## src/rtl/cam_frame_writer_pkg.sv

```systemverilog
// Image geometry and pixel widths shared by the camera capture, color processing
// and centroid blocks.
package cam_frame_writer_pkg;

  localparam int C_IMG_COLS    = 160;  // pixels per line
  localparam int C_IMG_ROWS    = 120;  // lines per frame
  localparam int C_NB_IMG_PXLS = 15;   // frame buffer address width
  localparam int C_NB_BUF      = 12;   // RGB444 pixel width

endpackage

```

## src/rtl/cam_frame_writer.sv

```systemverilog
// Packs camera byte pairs into RGB444 pixels and writes them into the frame buffer.
// Latency: 1 cycle from the accepting edge of a pixel's 2nd byte to wea; frame pulses 1 cycle after vsync rises.
// No backpressure: the camera free-runs, so surplus pixels are dropped and flagged rather than stalled.
module cam_frame_writer
  import cam_frame_writer_pkg::*;
#(
  parameter int c_img_cols    = C_IMG_COLS,
  parameter int c_img_rows    = C_IMG_ROWS,
  parameter int c_nb_img_pxls = C_NB_IMG_PXLS,
  parameter int c_nb_buf      = C_NB_BUF
) (
  input  logic                     clk,
  input  logic                     rst,
  input  logic                     cam_vsync,
  input  logic                     cam_href,
  input  logic                     cam_byte_vld,
  input  logic [7:0]               cam_byte,
  output logic                     wea,
  output logic [c_nb_img_pxls-1:0] addrin,
  output logic [c_nb_buf-1:0]      datain,
  output logic                     capture_newframe,
  output logic                     frame_err
);

  typedef enum logic [1:0] {S_WAIT, S_VBLANK, S_FRAME} state_t;

  localparam int CW = $clog2(c_img_cols + 1);
  localparam int RW = $clog2(c_img_rows + 1);
  localparam logic [CW-1:0]            COLS_C    = CW'(c_img_cols);
  localparam logic [RW-1:0]            ROWS_C    = RW'(c_img_rows);
  localparam logic [c_nb_img_pxls-1:0] LINE_STEP = c_nb_img_pxls'(c_img_cols);

  state_t                   state, state_nxt;
  logic                     href_d;
  logic                     phase, phase_nxt;
  logic                     overflow, overflow_nxt;
  logic                     dangling, dangling_nxt;
  logic [3:0]               red, red_nxt;
  logic [CW-1:0]            col, col_nxt;
  logic [RW-1:0]            row, row_nxt;
  logic [c_nb_img_pxls-1:0] line_base, line_base_nxt;
  logic                     wr_nxt;
  logic                     accept, href_fall, frame_end, frame_ok;

  assign accept    = (state == S_FRAME) & cam_href & cam_byte_vld;
  assign href_fall = href_d & ~cam_href;
  assign frame_end = (state == S_FRAME) & cam_vsync;
  // Uses post-line-accounting values so an href fall coinciding with vsync still counts
  assign frame_ok  = (row_nxt == ROWS_C) & ~overflow_nxt & ~dangling_nxt;

  always_ff @(posedge clk) begin
    if (rst) state <= S_WAIT;
    else     state <= state_nxt;
  end

  always_comb begin
    state_nxt = state;
    case (state)
      S_WAIT:   if (cam_vsync)  state_nxt = S_VBLANK;
      S_VBLANK: if (!cam_vsync) state_nxt = S_FRAME;
      S_FRAME:  if (cam_vsync)  state_nxt = S_VBLANK;
      default:                  state_nxt = S_WAIT;
    endcase
  end

  always_comb begin
    col_nxt       = col;
    row_nxt       = row;
    line_base_nxt = line_base;
    phase_nxt     = phase;
    red_nxt       = red;
    overflow_nxt  = overflow;
    dangling_nxt  = dangling;
    wr_nxt        = 1'b0;
    if (state != S_FRAME) begin
      col_nxt       = '0;
      row_nxt       = '0;
      line_base_nxt = '0;
      phase_nxt     = 1'b0;
      overflow_nxt  = 1'b0;
      dangling_nxt  = 1'b0;
    end else begin
      if (accept) begin
        if (!phase) begin
          red_nxt   = cam_byte[3:0];
          phase_nxt = 1'b1;
        end else begin
          phase_nxt = 1'b0;
          if (col < COLS_C && row < ROWS_C) wr_nxt = 1'b1;
          else                              overflow_nxt = 1'b1;
          // Parks one past the last column so every later pixel stays out of range
          if (col < COLS_C) col_nxt = col + 1'b1;
        end
      end
      if (href_fall) begin
        if (phase) begin
          dangling_nxt = 1'b1;
          phase_nxt    = 1'b0;
        end
        if (col != '0) begin
          col_nxt = '0;
          if (row < ROWS_C) begin
            row_nxt       = row + 1'b1;
            line_base_nxt = line_base + LINE_STEP;
          end
        end
      end
    end
  end

  always_ff @(posedge clk) begin
    if (rst) begin
      href_d           <= 1'b0;
      col              <= '0;
      row              <= '0;
      line_base        <= '0;
      phase            <= 1'b0;
      red              <= '0;
      overflow         <= 1'b0;
      dangling         <= 1'b0;
      wea              <= 1'b0;
      addrin           <= '0;
      datain           <= '0;
      capture_newframe <= 1'b0;
      frame_err        <= 1'b0;
    end else begin
      href_d           <= cam_href;
      col              <= col_nxt;
      row              <= row_nxt;
      line_base        <= line_base_nxt;
      phase            <= phase_nxt;
      red              <= red_nxt;
      overflow         <= overflow_nxt;
      dangling         <= dangling_nxt;
      wea              <= wr_nxt;
      if (wr_nxt) begin
        addrin <= line_base + c_nb_img_pxls'(col);
        datain <= c_nb_buf'({red, cam_byte});
      end
      capture_newframe <= frame_end & frame_ok;
      frame_err        <= frame_end & ~frame_ok;
    end
  end

endmodule

```

## config.mk

```make
export PLATFORM = sky130hd
export DESIGN_NAME = cam_frame_writer
export DESIGN_NICKNAME = d
export VERILOG_FILES = /design/src/rtl/cam_frame_writer_pkg.sv /design/src/rtl/cam_frame_writer.sv
export SDC_FILE = /design/constraint.sdc
export NUM_CORES = 1
export LEC_CHECK = 0
export ABC_AREA = 1
export ABC_CLOCK_PERIOD_IN_PS = 3200
export CAP_MARGIN = 20
export CORE_ASPECT_RATIO = 0.75
export CORE_MARGIN = 5
export CORE_UTILIZATION = 38
export CTS_CLUSTER_DIAMETER = 30
export DETAILED_ROUTE_END_ITERATION = 10
export PLACE_DENSITY_LB_ADDON = 0.1
export RECOVER_POWER = 50
export SETUP_SLACK_MARGIN = 0.02
export SLEW_MARGIN = 20
export SYNTH_ARGS = -nofsm -noshare
export SYNTH_HDL_FRONTEND = slang
export SYNTH_SLANG_ARGS = --single-unit
```

## constraint.sdc

```tcl
create_clock -name clk -period 3.2 [get_ports clk]
set_input_delay 0.64 -clock clk [delete_from_list [all_inputs] [get_ports clk]]
set_output_delay 0.64 -clock clk [all_outputs]
set_load 0.1 [all_outputs]
```

==> run_results.csv <==
group,metric,value,unit
worst_hold_path,timing.hold.worst.class,"reg2reg",
die,initial_core_utilization,39.55,%
sta,final.setup_skew,0.009441,ns
grt,grt_usage,14.29,%
worst_setup_path,cpMaxStageDelayCell,"sky130_fd_sc_hd__dlygate4sd3_1",
pwr,leakagePower,1.245,nW
clocking,clk_pin_slew,0.07,ns
worst_setup_path,regToRegSetupSlack,0.96,ns
synthesis,netlist_area,2953,sq um
worst_setup_path,cpLargestDelayFamily,"buffers and inverters",
place,post-place-ws,0.6530,ns
drt,drcViolationCount,0,
grt,global_route.overflow_total,0,
synthesis,synthTopCellsByArea,"sky130_fd_sc_hd__dfxtp_1 44%, sky130_fd_sc_hd__nor2_1 7.1%, sky130_fd_sc_hd__nand2_1 6.2%, sky130_fd_sc_hd__a21oi_1 5.4%, sky130_fd_sc_hd__inv_1 5.3%",
synthesis,syn_avg_cell_area,7.710,sq um
synthesis,synthesis.yosys.warnings,0,
synthesis,postSynthCellCount,383,
finish,syn_to_final_growth,15.38,%
synthesis,ys_top_cells_by_count,"65 x sky130_fd_sc_hd__dfxtp_1, 56 x sky130_fd_sc_hd__nor2_1, 49 x sky130_fd_sc_hd__nand2_1",
synthesis,ys_dominant_reg_cell,"sky130_fd_sc_hd__dfxtp_1",
flow_run,drv.max_cap_violation_count,0,
finish,drive_gt1_share,8.796,%
sta,layout_worst_path_cycle_share,78.07,%
worst_setup_path,critical_path.startpoint_type,"primary input",
die,floorplan.die.height,86.34,microns
clocking,cts_buffers,9,
clocking,cts_resized,0,
sta,timing.final.ws_setup,0.7018,ns
drt,vias,2511,
sta,unrepaired_setup_endpoints_after_global_routing,"no",
synthesis,synth_sequential_area_ratio,44.07,%
worst_setup_path,worst_r2r_startpoint,"state[1]$_SDFFE_PP0P_",
die,dieWidth,111.8,microns
pwr,power.share.clock,41.5,%
pwr,intPower,1.129,mW
die,dieArea,9652,sq um
worst_setup_path,critical_path_cell_count,7,
worst_setup_path,rr_endpoint,"col[4]$_SDFF_PP0_",
sta,final.setup.tns,0,ns
die,coreArea,7466,sq um
pwr,power.combinational.fraction,3.0,%
worst_setup_path,critPathMaxFanout,10,
finish,seq_area,1301,sq um
sta,finalSetupViolCount,0,
clocking,cell_at_the_root_of_the_clock_tree,"sky130_fd_sc_hd__clkbuf_8",
grt,vias_in_the_first_global_route,2385,
finish,multi_input_area,1376,sq um
finish,fin_util,45.63,%
synthesis,area_leader_netlist,"sky130_fd_sc_hd__dfxtp_1",
worst_setup_path,path_class,"in2reg",
synthesis,synth-edff-count,0,
grt,antenna_violations_before_repair,0,
synthesis,synth.net_count,405,
worst_setup_path,arrival,2.77,ns
pwr,switching_power,333.8,uW
synthesis,synth_largest_type_area_fraction,44.07,%
clocking,cts_tree,"built",
drt,viasPerCell,4.711,
sta,finalHoldViolations,0,
sta,report.final.slew_viol_count,0,
pwr,swShare,22.81,%
synthesis,yosys.cell_types.count,36,
worst_setup_path,critical_path_cell_list,"dlygate4sd3_1, nor2_1, inv_1, nor2_1, inv_1, a21oi_1, o21a_1",
drt,ant_nets,0,
sta,slew_headroom,20.79,%
pwr,vdd.ir_drop.worst,0.0001971,V
drt,initialDrtViolationCount,81,
clocking,clock_tree.htree_level_count,3,
worst_setup_path,cp_slowest_stage_delay,0.59,ns
worst_setup_path,critical_path_buf_inv_count,3,
worst_setup_path,rr_worst_depth,9,
die,floorplan.io_pins,43,
place,detailed_place_hpwl,4782,microns
die,rows,27,
finish,nFillCells,793,
clocking,insertion_delay,0.33,ns
run_status,outcome,"finished, final reports clean",
worst_hold_path,timing.hold.worst.start,"red[0]$_SDFFE_PP0P_",
drt,post_drt_wl_per_cell,12.20,microns
grt,grt_start_max_net_pins,45,
finish,num_antenna_cells,0,
pwr,p_seq_share,55.5,%
drt,first_pass_iters,5,
worst_setup_path,cp_data_required_time,3.47,ns
clocking,cts_hold_repair.buffers,0,
sta,max_slew.worst_pin.slew,1.193,ns
place,place_congestion,0.8474,
clocking,clk_path_buf_depth,2,
clocking,post_cts_buffers,0,
drt,route.final.wire_length,6501,microns
clocking,cts_sinks,65,
place,numPortBuffers,42,
grt,first_pass_grt_wire_length,11210,microns
worst_setup_path,worst_setup_path_endpoint,"col[4]$_SDFF_PP0_",
synthesis,number_of_flip_flops_and_latches_in_the_synthesized_netlist,65,
sta,finalWorstPathRequiredPeriod,2.498,ns
worst_setup_path,timing.critical_path.to_type,"flip-flop",
synthesis,async_flop_share,0,%
finish,number_of_nets_at_the_end_of_the_flow,449,
synthesis,post-synth-top-count-cell,"sky130_fd_sc_hd__dfxtp_1",
sta,max_freq,400.3,MHz
pwr,power.density,429.5,nW/um^2
worst_setup_path,crit_path_start,"rst",
-- flip-flops by register name, summed over array words and instances (netlist names) --
name and flops:
red 4, href_d 1, datain 12, state 2, wea 1, row 7, addrin 15, dangling 1
line_base 10, frame_err 1, capture_newframe 1, col 8, phase 1, overflow 1
-- worst min-delay path, delay by kind of cell (launching register included) --
kind            cells  cell delay (ns)
flops               1             0.30
buf+inv             1             0.06
compound gates      1             0.05
-- through the flow --
step                      power, mW  hold slack (ns)  instance area [sq um]  cells
after floorplan              0.8539           0.4297                   2953    383
after CTS                     1.492           0.4582                   3536    533
after global placement       0.8773           0.4414                   3363    517
after global routing          1.530           0.4776                   3407    533
final                         1.463           0.4573                   3407    533
after detailed placement     0.8773           0.4500                   3363    517
-- cell families after synthesis --
group | synth area share [%]
DFF | 44.07
xor gates and xnor gates | 2.670
buffers and inverters | 8.898
AOI/OAI and AO/OA | 17.50
adders and majority gates | 4.068
and+or+nand+nor | 22.80
-- cell type report --
class / instances / share of cell area (%)
Multi-Input combinational cell: 259 / 40.40
Timing Repair Buffer: 43 / 6.941
Clock buffer: 11 / 4.150
Tap cell: 101 / 3.709
Sequential cell: 65 / 38.19
Clock inverter: 5 / 0.9181
Inverter: 49 / 5.692
-- routing by layer --
metal / global-route usage (%) / share of wire (%) / vias to the layer above
li1: - / - / 1344
met1: 19.39 / 52 / 1118
met2: 21.44 / 43 / 47
met3: 4.536 / 4.8 / 2
met4: 5.083 / 0.52 / 0
met5: 0 / 0 / -
-- placed cells by master (no fill, tap or decap), types with 2 or more instances in the layout --
master / synthesis / layout
sky130_fd_sc_hd__dfxtp_1: 65 / 65
sky130_fd_sc_hd__nor2_1: 56 / 58
sky130_fd_sc_hd__nand2_1: 49 / 50
sky130_fd_sc_hd__inv_1: 42 / 44
sky130_fd_sc_hd__a21oi_1: 32 / 32
sky130_fd_sc_hd__clkbuf_1: 5 / 32
sky130_fd_sc_hd__o21ai_0: 27 / 27
sky130_fd_sc_hd__nand3_1: 21 / 21
sky130_fd_sc_hd__o21ai_1: 11 / 11
sky130_fd_sc_hd__a21oi_2: 11 / 11
sky130_fd_sc_hd__nor3_1: 11 / 11
sky130_fd_sc_hd__clkbuf_8: 0 / 10
sky130_fd_sc_hd__clkdlybuf4s50_1: 0 / 10
sky130_fd_sc_hd__ha_1: 8 / 8
sky130_fd_sc_hd__xor2_1: 7 / 7
sky130_fd_sc_hd__nand4_1: 5 / 5
sky130_fd_sc_hd__inv_2: 5 / 3
sky130_fd_sc_hd__clkinv_4: 2 / 3
sky130_fd_sc_hd__o21a_1: 3 / 3
sky130_fd_sc_hd__clkinv_2: 0 / 3
sky130_fd_sc_hd__xnor2_1: 2 / 2
sky130_fd_sc_hd__dlygate4sd3_1: 0 / 2
-- power by group through the flow --
stage / logic, mW / registers, mW / clock network (mW)
final: 0.0433 / 0.813 / 0.607
after global routing: 0.0485 / 0.813 / 0.669
after CTS: 0.0461 / 0.813 / 0.633
after detailed placement: 0.0458 / 0.831 / 0
after global placement: 0.0459 / 0.831 / 0
after floorplan: 0.0214 / 0.832 / 0
-- worst min path at each step --
stage / depth (start not counted) / slack [ns] / endpoint
after detailed placement: 2 / 0.45 / datain[9]$_SDFFE_PP0P_
after global placement: 2 / 0.44 / datain[8]$_SDFFE_PP0P_
after floorplan: 2 / 0.43 / datain[8]$_SDFFE_PP0P_
after CTS: 2 / 0.46 / datain[8]$_SDFFE_PP0P_
after global routing: 2 / 0.48 / datain[8]$_SDFFE_PP0P_
final: 2 / 0.46 / datain[8]$_SDFFE_PP0P_
Note: power is estimated with default switching activity, not from simulation.
